### config.mk
export PLATFORM = sky130hd
export DESIGN_NAME = key_click_decoder
export DESIGN_NICKNAME = d
export VERILOG_FILES = /design/src/rtl/key_pkg.sv /design/src/rtl/key_click_decoder.sv
export SDC_FILE = /design/constraint.sdc
export NUM_CORES = 1
export LEC_CHECK = 0
export ABC_CLOCK_PERIOD_IN_PS = 2600
export BUFFER_PORTS_ARGS = -buffer_cell sky130_fd_sc_hd__buf_2
export CORE_MARGIN = 1.5
export CORE_UTILIZATION = 50
export CTS_CLUSTER_DIAMETER = 80
export CTS_CLUSTER_SIZE = 30
export DETAILED_ROUTE_END_ITERATION = 16
export GPL_TIMING_DRIVEN = 0
export PLACE_DENSITY = 0.68
export SYNTH_ARGS = -nofsm -noshare
export SYNTH_HDL_FRONTEND = slang
export SYNTH_SLANG_ARGS = --single-unit
### constraint.sdc
create_clock -name sys_clk -period 2.6 [get_ports sys_clk]
set_clock_uncertainty 0.05 [all_clocks]
set_input_delay 0.13 -clock sys_clk [delete_from_list [all_inputs] [get_ports sys_clk]]
set_output_delay 0.13 -clock sys_clk [all_outputs]
set_load 0.03 [all_outputs]
### src/rtl/key_pkg.sv
// -----------------------------------------------------------------------------
// key_pkg
// Shared definitions for the key click decoder.
//   state_t       : FSM state encoding (1 bit, IDLE/WAIT only)
//   evt_t         : event codes, also intended for a future encoded event bus
//   WIN_MAX_50MHZ : last timer value of a 250 ms window at 50 MHz
//   evt_for_count : maps a closed group's press count to its event code
// -----------------------------------------------------------------------------
package key_pkg;

    typedef enum logic {
        ST_IDLE = 1'b0,
        ST_WAIT = 1'b1
    } state_t;

    typedef enum logic [1:0] {
        EVT_NONE   = 2'd0,
        EVT_SINGLE = 2'd1,
        EVT_DOUBLE = 2'd2,
        EVT_TRIPLE = 2'd3
    } evt_t;

    localparam logic [23:0] WIN_MAX_50MHZ = 24'd12_499_999;

    function automatic evt_t evt_for_count(input logic [1:0] cnt);
        evt_t e;
        case (cnt)
            2'd1:    e = EVT_SINGLE;
            2'd2:    e = EVT_DOUBLE;
            2'd3:    e = EVT_TRIPLE;
            default: e = EVT_NONE;
        endcase
        return e;
    endfunction

endpackage

### src/rtl/key_click_decoder.sv
// -----------------------------------------------------------------------------
// key_click_decoder
// Groups debounced key presses that fall within a programmable window and
// classifies each group as a single, double or triple click.
//
// Ports:
//   sys_clk      in   system clock (50 MHz)
//   sys_rst      in   synchronous active-high reset
//   key_flag     in   one-cycle pulse per debounced press
//   single_click out  one-cycle pulse, group of exactly 1 press
//   double_click out  one-cycle pulse, group of exactly 2 presses
//   triple_click out  one-cycle pulse, group of 3 presses (emitted at once)
//   click_cnt    out  presses accumulated in the open group (0 when idle)
//   busy         out  high while a group is open
//   evt_total    out  wrapping count of emitted events
// -----------------------------------------------------------------------------
module key_click_decoder
    import key_pkg::*;
#(
    parameter int unsigned      CNT_W   = 24,
    parameter logic [CNT_W-1:0] WIN_MAX = CNT_W'(WIN_MAX_50MHZ)
) (
    input  logic       sys_clk,
    input  logic       sys_rst,
    input  logic       key_flag,
    output logic       single_click,
    output logic       double_click,
    output logic       triple_click,
    output logic [1:0] click_cnt,
    output logic       busy,
    output logic [7:0] evt_total
);

    state_t           state;
    logic [CNT_W-1:0] timer;
    evt_t             next_evt;

    // Event decided from pre-edge values. A press arriving while the timer
    // sits at WIN_MAX takes priority over window expiry, so it counts.
    always_comb begin
        next_evt = EVT_NONE;
        if (state == ST_WAIT) begin
            if (key_flag) begin
                if (click_cnt == 2'd2) begin
                    next_evt = EVT_TRIPLE;
                end
            end else if (timer == WIN_MAX) begin
                next_evt = evt_for_count(click_cnt);
            end
        end
    end

    always_ff @(posedge sys_clk) begin
        if (sys_rst) begin
            state        <= ST_IDLE;
            timer        <= '0;
            click_cnt    <= '0;
            evt_total    <= '0;
            single_click <= 1'b0;
            double_click <= 1'b0;
            triple_click <= 1'b0;
        end else begin
            single_click <= (next_evt == EVT_SINGLE);
            double_click <= (next_evt == EVT_DOUBLE);
            triple_click <= (next_evt == EVT_TRIPLE);

            if (next_evt != EVT_NONE) begin
                // Group closes; a press in the following cycle opens a new one.
                state     <= ST_IDLE;
                click_cnt <= '0;
                evt_total <= evt_total + 8'd1;
            end else begin
                case (state)
                    ST_IDLE: begin
                        if (key_flag) begin
                            state     <= ST_WAIT;
                            click_cnt <= 2'd1;
                            timer     <= '0;
                        end
                    end
                    ST_WAIT: begin
                        if (key_flag) begin
                            // Second press: window restarts from zero.
                            click_cnt <= click_cnt + 2'd1;
                            timer     <= '0;
                        end else begin
                            // Never passes WIN_MAX: expiry closes the group.
                            timer <= timer + CNT_W'(1);
                        end
                    end
                    default: begin
                        state <= ST_IDLE;
                    end
                endcase
            end
        end
    end

    assign busy = (state == ST_WAIT);

endmodule

==> metrics.txt, run 1 <==
status=complete, no violations; clk sinks=38; FFs w/ async S/R, synth=0%; CP Max Fanout=10; Inserted Clock Buffers=5; Final Power=roughly 1100 uW; crit path capture type=flip-flop; CP Launch Type=flip-flop; final setup fails=0; post-synthesis instance area=2090 um^2; CTS Root Cell=clkbuf_8; RSZ-0062 raised after global routing=true; First DRT Iteration DRCs=84; Top Ports=17; Die Footprint=4580 um^2; # DRC=0; Antenna Diode Count=0; Critical Path Start=click_cnt[0]; GRT met3 Usage=about 4%; Die H=a little under 70 um; Seq cells post-synth=38; fmax=about 420 MHz; H-tree Lvls=2; largest net degree at the start of global routing=11; initial antenna violation count=0; Worst Min Path Start=key_flag; crit path to=click_cnt[0]; GR Util All Layers=23.4%; layout filler cell count=between 300 and 400; slew of the pin with the lowest slew margin=between 0.7 and 0.8 ns; Clk Latency, worst-skew pair=0.29 ns; Via Count=between 1,500 and 2,000; row cnt=23; Setup WS pre-CTS=about 0.23 ns; post-route ant nets=0; final setup TNS=0 ns; total global routing overflow=0; Worst Slack Setup Final=0.238 ns; Detail Placement HPWL=~3400 um; Synth cell types=50; worst reg2reg startpoint=click_cnt[0]; CTS tree=built; Placer Congestion=roughly 0.83; Post-Syn Instances=~250; Post-CTS Setup Inserts=0; Final Routed Wirelength=about 4800 um; Main synth FF type=dfxtp_1; sequential area share after synthesis=a little over a third; R2R depth=8; nets=around 280; Clock transition at path regs=0.07 ns; DR pass1 iterations=4; M2 GR Usage=38.5%; Leakage Power=roughly 0.00084 uW; worst r2r dst=click_cnt[0]; final slew viol count=0; Max Cap Viol=0; Routed WL per cell=about 15 um; cts-stage hold buffer count=0; Arrival @ worst endpoint=between 2 and 2.5 ns; Core ar.=4000 um^2; Hold Path Class=in2reg; layout cells sized above 1=between 10 and 15%; mean post-synth cell area=8.43 um^2; Initial Utilization=approximately 52%; Die Wd=roughly 68 um; Post-synth EDFFs=0; buffers from clock root to sink, at most=2; via/cell ratio=around 6; dpl cells=approximately 310; final period utilization=~91%; syn_nets=~260; Slew HR=between 40% and 50%; met1 usage=between 30% and 40%; first-pass GRT wire length=around 8100 um; reg2reg setup slack=0.24 ns; Final Critical Period=2.36 ns; power per cell area=462 nW/um^2; Warnings, synthesis=0; final hold viol count=0; Port-buffer cells=15; Max IR drop VDD=249 uV; post-CTS sizing=0; non-filler cells, final=319; vias in the first global route=~1,800; GR peak layer=met2; Area Overhead vs Synth=10.6%; Worst Path Required=around 2.7 ns; CP Class=reg2reg
==> stage by stage <==
| step | area (um^2) | util, % | hold slack, ns |
|---|---|---|---|
| finish | 2310 | 57.8 | 0.180 |
| global route | 2310 | 57.8 | 0.196 |
| CTS | 2310 | 57.8 | 0.165 |
| detailed placement | 2230 | 55.7 | 0.418 |
| global placement | 2230 | 55.7 | 0.408 |
| floorplan | 2090 | - | 0.382 |
==> worst max-delay path: stages (launching register included) <==
cell and delay [ns]:
dfxtp_1 0.42, inv_1 0.09, ha_1 0.29, nor2b_1 0.16
o2111a_1 0.28, a32oi_2 0.35, buf_4 0.24, inv_2 0.05
a2111oi_1 0.33
==> how the worst min path moves through the flow <==
stage,to,slack [ns],depth (start not counted)
after detailed placement,evt_total[7],0.42,2
after CTS,triple_click,0.16,3
after floorplan,timer[23],0.38,1
after global routing,triple_click,0.20,3
final,triple_click,0.18,3
after global placement,evt_total[7],0.41,2
==> routing by layer <==
metal | wire (um) | up-vias
li1 | - | 964
met2 | 2200 | 35
met3 | 167 | 7
met4 | 72 | 0
met5 | 0 | -
met1 | 2340 | 915
==> power by group <==
group	internal, uW	switching (uW)	total (uW)
registers	585	4.65	590
clock network	205	200	405
logic	24.4	49.0	73.4
total	814	254	1070
==> synthesized netlist by cell type, types with 3 or more instances <==
| cell type | number | area share [%] |
|---|---|---|
| a21oi_1 | 26 | 6.2 |
| nand2_1 | 18 | 3.2 |
| nor2_1 | 15 | 2.7 |
| nand4_1 | 8 | 2.4 |
| a2bb2oi_1 | 3 | 1.3 |
| a31oi_1 | 6 | 1.8 |
| and3_1 | 6 | 1.8 |
| a41oi_1 | 3 | 1.3 |
| o31ai_1 | 3 | 1.1 |
| or4_1 | 3 | 1.1 |
| dfxtp_1 | 38 | 36 |
| nand3_1 | 20 | 4.8 |
| nand2b_1 | 4 | 1.2 |
| nor3_1 | 4 | 0.96 |
| inv_1 | 7 | 1.3 |
| clkbuf_1 | 7 | 1.3 |
| and4_1 | 3 | 1.3 |
| and2_1 | 5 | 1.5 |
| buf_2 | 5 | 1.2 |
| mux2i_1 | 9 | 4.3 |
| ha_1 | 6 | 3.6 |
| or3_1 | 6 | 1.8 |
| o21ai_0 | 10 | 2.4 |
==> layout make-up <==
type / instances / area (um^2) / share of cell area, %
Multi-Input combinational cell: 187 / 1220 / 52.9
Inverter: 8 / 30.0 / 1.30
Sequential cell: 38 / 761 / 32.9
Buffer: 15 / 77.6 / 3.35
Timing Repair Buffer: 15 / 75.1 / 3.25
Clock buffer: 6 / 82.6 / 3.57
Tap cell: 50 / 62.6 / 2.71
==> flip-flops by register name (all words and copies together), names as in the netlist <==
name and count:
timer 24, double_click 1, single_click 1, triple_click 1, busy 1, evt_total 8, click_cnt 2
==> cells by family (layout without fill, tap and decap cells) <==
family | after synthesis | after routing | share of synthesized area [%]
muxes | 10 | 10 | 4.85
buffers and inverters | 23 | 44 | 5.15
DFF | 38 | 38 | 36.4
xor gates and xnor gates | 2 | 2 | 0.838
AOI/OAI and AO/OA | 65 | 65 | 20.0
and+or+nand+nor | 104 | 104 | 29.2
adders and majority gates | 6 | 6 | 3.59
==> cell usage in the layout, fill, tap and decap left out, types with 3 or more instances in the layout <==
| cell | count |
|---|---|
| nand4_1 | 8 |
| a21oi_1 | 26 |
| clkbuf_1 | 7 |
| clkbuf_8 | 6 |
| and2_1 | 5 |
| a31oi_1 | 6 |
| nand2_1 | 18 |
| or4_1 | 3 |
| or3_1 | 6 |
| nand2b_1 | 4 |
| mux2i_1 | 9 |
| buf_2 | 20 |
| o31ai_1 | 3 |
| nor3_1 | 4 |
| o21ai_0 | 10 |
| nor2_1 | 15 |
| inv_1 | 7 |
| a41oi_1 | 3 |
| and4_1 | 3 |
| nand3_1 | 20 |
| a2bb2oi_1 | 3 |
| and3_1 | 6 |
| ha_1 | 6 |
| dfxtp_1 | 38 |
(Power assumes the default switching activity.)
==> run 2, diff against run 1 <==
--- a/config.mk
+++ b/config.mk
@@ -7,13 +7,15 @@
 export LEC_CHECK = 0
 export ABC_CLOCK_PERIOD_IN_PS = 2600
 export BUFFER_PORTS_ARGS = -buffer_cell sky130_fd_sc_hd__buf_2
+export CELL_PAD_IN_SITES_DETAIL_PLACEMENT = 0
+export CELL_PAD_IN_SITES_GLOBAL_PLACEMENT = 1
 export CORE_MARGIN = 1.5
-export CORE_UTILIZATION = 50
+export CORE_UTILIZATION = 45
 export CTS_CLUSTER_DIAMETER = 80
 export CTS_CLUSTER_SIZE = 30
 export DETAILED_ROUTE_END_ITERATION = 16
 export GPL_TIMING_DRIVEN = 0
-export PLACE_DENSITY = 0.68
+export PLACE_DENSITY_LB_ADDON = 0.1
 export SYNTH_ARGS = -nofsm -noshare
 export SYNTH_HDL_FRONTEND = slang
 export SYNTH_SLANG_ARGS = --single-unit
==> run 2 against run 1 <==
Flip-flop and latch count unchanged. Hold slack got worse by 0.024 ns. Register-to-register slack got worse by 0.02 ns. Maximum frequency decreased by 0.81%. Setup slack got worse by 0.019 ns. Combinational power increased by 2%. Global-route usage decreased by 2.0 points. Critical path type unchanged. Die area increased by 11%. Non-clock buffer count unchanged. Final area increased by 0.76%. Total power increased by 0.35%.
==> metrics.txt, run 2 (synthesized netlist as in run 1, its figures left out) <==
status=complete, no violations; CP Launch Type=flip-flop; crit-path max cell delay=0.39 ns (-0.03 ns); DR pass1 iterations=4 (unchanged); fmax=420 MHz (-0.81%); Initial Utilization=47.4% (-4.9 points); most flop-heavy register=timer; RSZ-0062 raised after global routing=false; H-tree Lvls=2 (unchanged); Port-buffer cells=15 (unchanged); final slew viol count=0 (unchanged); CTS Root Cell=clkbuf_8; Hold Path Class=in2reg; non-filler cells, final=321 (+0.63%); slew of the pin with the lowest slew margin=0.714 ns (-0.0667 ns); final period utilization=91.6% (+0.75 points); layout cells sized above 1=14.9% (+0.74 points); Critical Path, Cell by Cell=ha_1, and4_1, buf_4, o2111a_1, a21o_1, buf_2, nand2_1, a311oi_1; row cnt=24 (+4.3%); WP depth=8 (unchanged); total global routing overflow=0 (unchanged); Clk Latency, worst-skew pair=0.29 ns (about the same); layout filler cell count=436 (+13%); Routed WL per cell=15.5 um (+3.3%); via/cell ratio=6.01 (-0.26%); Final Routed Wirelength=4970 um (+4.0%); crit path to=timer[16]; largest net degree at the start of global routing=11 (unchanged); Arrival @ worst endpoint=2.54 ns (+0.05 ns); crit path capture type=flip-flop; Slew HR=51.8% (+3.8 points); Critical Path Start=timer[0]; Worst Hold Margin=0.156 ns (-0.0244 ns); final setup TNS=0 ns (unchanged); CP Class=reg2reg; worst reg2reg startpoint=timer[0]; slowest CP cell=dfxtp_1; Max Cap Viol=0 (unchanged); WL met1=2520 um (+7.9%); Inserted Clock Buffers=5 (unchanged); clk sinks=38 (unchanged); CP Buf/Inv Count=2 (-1); Worst Path Required=2.76 ns (+0.03 ns); routed length on met2=2180 um (-0.77%); Area Overhead vs Synth=11.4%; WL met3=160 um (-4.2%); Top Ports=17 (unchanged); GR Util All Layers=21.4% (-2.0 points); final hold viol count=0 (unchanged); Final Power=1070 uW (+0.35%); most frequent cells in the layout=37 x dfxtp_1, 25 x a21oi_1, 20 x buf_2, 20 x nand3_1, 18 x nand2_1; Post-CTS Setup Inserts=0 (unchanged); most common cell after layout, fill and taps aside=dfxtp_1; worst r2r dst=timer[16]; CTS tree=built; final setup fails=0 (unchanged); power per cell area=460 nW/um^2 (-0.41%); Detail Placement HPWL=3580 um (+5.8%); dpl cells=315 (+0.64%); vias in the first global route=1,805 (+0.84%); nets=279 (unchanged); Regs by FF count=timer (24), evt_total (8), click_cnt (2); post-route ant nets=0 (unchanged); cts-stage hold buffer count=0 (unchanged); Die Footprint=5060 um^2 (+11%); Antenna Diode Count=0 (unchanged); Die Wd=71.2 um (+5.2%); Top delay family on crit path=compound AO/OA/AOI/OAI gates; Core ar.=4410 um^2 (+10%); Die H=71.2 um (+5.2%); First DRT Iteration DRCs=115 (+37%); post-CTS sizing=0 (unchanged); Leakage Power=0.000832 uW (-1.5%); # DRC=0 (unchanged); buffers from clock root to sink, at most=2 (unchanged); Max Used Layer=met4; Largest register FFs=24 (unchanged); CP Max Fanout=10 (unchanged); initial antenna violation count=0 (unchanged); Clock transition at path regs=0.07 ns (about the same); Via Count=1,928 (+0.36%); Final Critical Period=2.38 ns (+0.0194 ns); first-pass GRT wire length=8580 um (+6.3%); Placer Congestion=0.850 (+1.8%); R2R depth=8 (unchanged); Max IR drop VDD=197 uV (-21%); reg2reg setup slack=0.22 ns (-0.02 ns)
-- run 2: changes by cell type in the layout (fill, tap and decap cells not counted) --
cell / change
a2111oi_0: +1
a21oi_1: -1
a32oi_4: +1
dfxtp_2: +1
a21oi_2: +1
a32oi_2: -1
dfxtp_1: -1
a2111oi_1: -1
-- run 2: worst min-delay path by stage --
stage / cells after the start / from / end / slack, ns
6_report: 3 / key_flag / triple_click / 0.16
2_1_floorplan: 1 / timer[23] / timer[23] / 0.38
3_3_place_gp: 2 / evt_total[7] / evt_total[7] / 0.42
5_1_grt: 3 / key_flag / triple_click / 0.20
4_1_cts: 3 / key_flag / triple_click / 0.16
3_5_place_dp: 2 / evt_total[7] / evt_total[7] / 0.42
-- run 2: worst register-to-register path, cell delays in order, from the launching register on --
cell and delay [ns]:
dfxtp_1 0.39, ha_1 0.23, and4_1 0.20, buf_4 0.14, o2111a_1 0.34, a21o_1 0.30
buf_2 0.29, nand2_1 0.10, a311oi_1 0.25
-- run 2: metal layers --
layer,global-route usage (%),vias to the layer above
li1,-,964
met1,30.2,916
met2,32.4,39
met3,2.99,9
met4,9.22,0
met5,0,-
-- run 2: through the flow --
| stage | worst slack, ns | util [%] | instance area [um^2] |
|---|---|---|---|
| after floorplan | 0.286 | - | 2090 |
| after global placement | 0.219 | 50.5 | 2230 |
| after detailed placement | 0.174 | 50.5 | 2230 |
| after CTS | 0.179 | 52.4 | 2310 |
| after global routing | 0.00119 | 52.8 | 2330 |
| final | 0.219 | 52.8 | 2330 |
-- run 2: cell type report --
cell class              instances  area (um^2)  share of cell area, %
flip-flops and latches         38          762                   32.7
multi-input cells             187         1240                   53.1
inverters                       8         30.0                   1.29
repair buffers                 15         75.1                   3.22
clock buffers                   6         82.6                   3.54
plain buffers                  15         77.6                   3.33
well taps                      52         65.1                   2.79
-- run 2: power by group --
group / internal, uW / switching [uW]
clock network: 205 / 202
registers: 586 / 4.85
logic: 24.4 / 50.4
==> run 3, diff against run 2 <==
--- a/config.mk
+++ b/config.mk
@@ -5,12 +5,13 @@
 export SDC_FILE = /design/constraint.sdc
 export NUM_CORES = 1
 export LEC_CHECK = 0
+export ABC_AREA = 1
 export ABC_CLOCK_PERIOD_IN_PS = 2600
 export BUFFER_PORTS_ARGS = -buffer_cell sky130_fd_sc_hd__buf_2
 export CELL_PAD_IN_SITES_DETAIL_PLACEMENT = 0
 export CELL_PAD_IN_SITES_GLOBAL_PLACEMENT = 1
 export CORE_MARGIN = 1.5
-export CORE_UTILIZATION = 45
+export CORE_UTILIZATION = 42
 export CTS_CLUSTER_DIAMETER = 80
 export CTS_CLUSTER_SIZE = 30
 export DETAILED_ROUTE_END_ITERATION = 16
==> run 3 against run 2 <==
Die area increased by 19%. Core utilization decreased by 2.3 points. Flip-flop and latch count is the same. Synthesized cell count grew 52%. Critical path depth rose by 4. Non-clock buffer count is 3 lower. Largest power group is now clock. Maximum frequency rose by 4.8%.
==> metrics.txt, run 3 <==
worst reg2reg startpoint=timer[0]; H-tree Lvls=2 (unchanged); total global routing overflow=0 (unchanged); largest family of logic cells by synthesized area=simple AND/OR/NAND/NOR gates; Post-Synth XOR/XNOR Area=1.50% (+0.66 points); Adder-Cell Fraction of Synth Area=3.21% (-0.38 points); Synth area leaders=dfxtp_1 32%, nand2_1 17%, nor2_1 11%; Most Frequent Cell on Critical Path=nand2_1; mux contribution to synthesized area=0% (-4.8 points); Synth cell types=27 (-46%); Setup WS pre-CTS=0.379 ns (+0.205 ns); Die H=77.7 um (+9.1%); mean post-synth cell area=6.23 um^2 (-26%); net switching power=337 uW (+31%); most common cell after layout, fill and taps aside=nand2_1; final hold viol count=0 (unchanged); post-synthesis instance area=2340 um^2 (+12%); Compound-Gate Fraction of Synth Area=9.99% (-10 points); CP Launch Type=flip-flop; DR pass1 iterations=4 (unchanged); First DRT Iteration DRCs=118 (+2.6%); clock network power share=46.5% (+8.6 points); Final Critical Period=2.27 ns (-0.108 ns); Seq cells post-synth=38 (unchanged); Arrival @ worst endpoint=2.44 ns (-0.10 ns); post-CTS sizing=0 (unchanged); Placer Congestion=0.853 (+0.33%); Worst Slack Setup Final=0.327 ns (+0.108 ns); Clk Latency, worst-skew pair=0.29 ns (about the same); Inserted Clock Buffers=5 (unchanged); Post-CTS Setup Inserts=0 (unchanged); Warnings, synthesis=0 (unchanged); initial antenna violation count=0 (unchanged); buffers from clock root to sink, at most=2 (unchanged); Max Cap Viol=0 (unchanged); fmax=440 MHz (+4.8%); syn_nets=385 (+50%); Antenna Diode Count=0 (unchanged); area of the multi-input gates=1400 um^2 (+13%); clk sinks=38 (unchanged); Top delay family on crit path=simple AND/OR/NAND/NOR gates; GR Util All Layers=23.4% (+2.1 points); Synth area leader=dfxtp_1; Largest register FFs=24 (unchanged); Top Ports=17 (unchanged); Critical Path, Cell by Cell=ha_1, nand2_2, nor2_4, nand3_2, nor2_2, nand3_1, nand2_1, nand2_4, nand3_4, buf_6, nand2_1, a21oi_1; post-route ant nets=0 (unchanged); Simple-Gate Fraction of Synth Area=45.0% (+16 points); Via Count=2,437 (+26%); R2R depth=12 (+4); Hold Path Class=in2reg; final setup fails=0 (unchanged); top-count cell post-synth=nand2_1; Initial Utilization=44.7% (-2.7 points); CTS tree=built; final period utilization=87.4% (-4.2 points); layout cells sized above 1=10.3% (-4.6 points); Regs by FF count=timer (24), evt_total (8), click_cnt (2); nets=407 (+46%); Area Overhead vs Synth=13.0%; CP Class=reg2reg; Worst Min Path Start=key_flag; row cnt=26 (+8.3%); final slew viol count=0 (unchanged); CTS Root Cell=clkbuf_8; RSZ-0062 raised after global routing=false; layout filler cell count=561 (+29%); Main synth FF type=dfxtp_1; CP Max Fanout=10 (unchanged); Slew HR=57.5% (+5.7 points); first-pass GRT wire length=11,000 um (+28%); crit-path max cell delay=0.42 ns (+0.03 ns); Final Routed Wirelength=6610 um (+33%); Clock transition at path regs=0.08 ns (about the same); FFs w/ async S/R, synth=0% (unchanged); Die Wd=77.7 um (+9.1%); vias in the first global route=2,191 (+21%); Sequential Power Share=44.0% (-11 points); Max IR drop VDD=311 uV (+58%); # DRC=0 (unchanged); largest net degree at the start of global routing=13 (+2); most frequent cells in the layout=104 x nand2_1, 68 x nor2_1, 38 x dfxtp_1; Sw Share=24.6% (+0.54 points); Post-synth EDFFs=0 (unchanged); sequential area share after synthesis=32.5% (-3.9 points); cts-stage hold buffer count=0 (unchanged); Worst Path Required=2.77 ns (about the same); reg2reg setup slack=0.33 ns (+0.11 ns); register area=761 um^2 (-0.16%); hold path depth=3 (unchanged); slew of the pin with the lowest slew margin=0.638 ns (-0.0755 ns); CP Buf/Inv Count=1 (-1); Port-buffer cells=15 (unchanged); Detail Placement HPWL=4860 um (+36%); worst r2r dst=timer[13]; Core ar.=5240 um^2 (+19%); most flop-heavy register=timer; final setup TNS=0 ns (unchanged); via/cell ratio=5.20 (-13%); Yosys top cell area share=32.5% (-3.9 points); combinational cell fraction of total power=9.5% (+2.5 points); crit path capture type=flip-flop; Post-Syn Instances=376 (+52%); Routed WL per cell=14.1 um (-8.9%); Pint=1030 uW (+27%); Leakage Power=0.000999 uW (+20%); status=complete, no violations; power per cell area=518 nW/um^2 (+13%); Die Footprint=6030 um^2 (+19%); slowest CP cell=dfxtp_1; hold path endpoint=click_cnt[1]; Synth top cells by count=104 x nand2_1, 68 x nor2_1, 38 x dfxtp_1
==> run 3: cell types whose count changed after synthesis, sizes merged, moves of 6 or more <==
cell,change
inv,+23
mux2i,-9
nand3,+12
or3,-6
a31oi,-6
nand2,+91
nor2,+56
a21oi,+9
nand4,+9
==> run 3: logic make-up after synthesis <==
group / Yosys count
flops: 38
buf+inv: 43
fa+ha+maj: 6
compound gates: 46
simple gates: 239
xor+xnor: 4
==> run 3: how the worst max path moves through the flow <==
| stage | startpoint | endpoint | slack (ns) | cells past startpoint |
|---|---|---|---|---|
| global placement | timer[0] | timer[15] | 0.40 | 12 |
| finish | timer[0] | timer[13] | 0.33 | 12 |
| CTS | timer[0] | timer[13] | 0.36 | 12 |
| global route | timer[0] | timer[13] | 0.13 | 12 |
| detailed placement | timer[0] | timer[13] | 0.38 | 12 |
| floorplan | click_cnt[1] | timer[0] | 0.66 | 11 |
==> run 3: power by group through the flow <==
stage | Sequential (uW) | Combinational [uW] | Clock (uW)
6_report | 603 | 131 | 638
5_1_grt | 605 | 144 | 668
4_1_cts | 603 | 130 | 644
3_5_place_dp | 617 | 130 | 0
3_3_place_gp | 616 | 130 | 0
2_1_floorplan | 624 | 80.3 | 0
==> run 3: worst min-delay path, cell delays in order <==
cell and delay, ns:
buf_2 0.13, nand3_1 0.08, a21oi_1 0.06
==> run 3: layout make-up <==
type	instances	area share, %
Inverter	31	4.40
Clock inverter	2	2.27
Tap cell	70	3.31
Clock buffer	6	3.12
Sequential cell	38	28.7
Timing Repair Buffer	15	2.84
Buffer	12	2.51
Multi-Input combinational cell	295	52.8
==> run 3: per-stage QoR <==
stage                     hold WS [ns]  utilization (%)  total power, uW  cell area, um^2  std cells
after floorplan                  0.247                -              704             2340        376
after global routing             0.111             50.5             1420             2650        469
final                            0.103             50.5             1370             2650        469
after global placement           0.418             47.8              746             2500        461
after CTS                        0.104             50.5             1380             2650        469
after detailed placement         0.417             47.8              747             2500        461
==> run 3: per-layer routing <==
metal  global-route usage (%)  routed length, um  vias to the layer above
li1                         -                  -                     1261
met1                     31.3               3330                     1138
met2                     39.2               3050                       34
met3                     3.53                186                        4
met4                     6.00                 48                        0
met5                        0                  0                        -
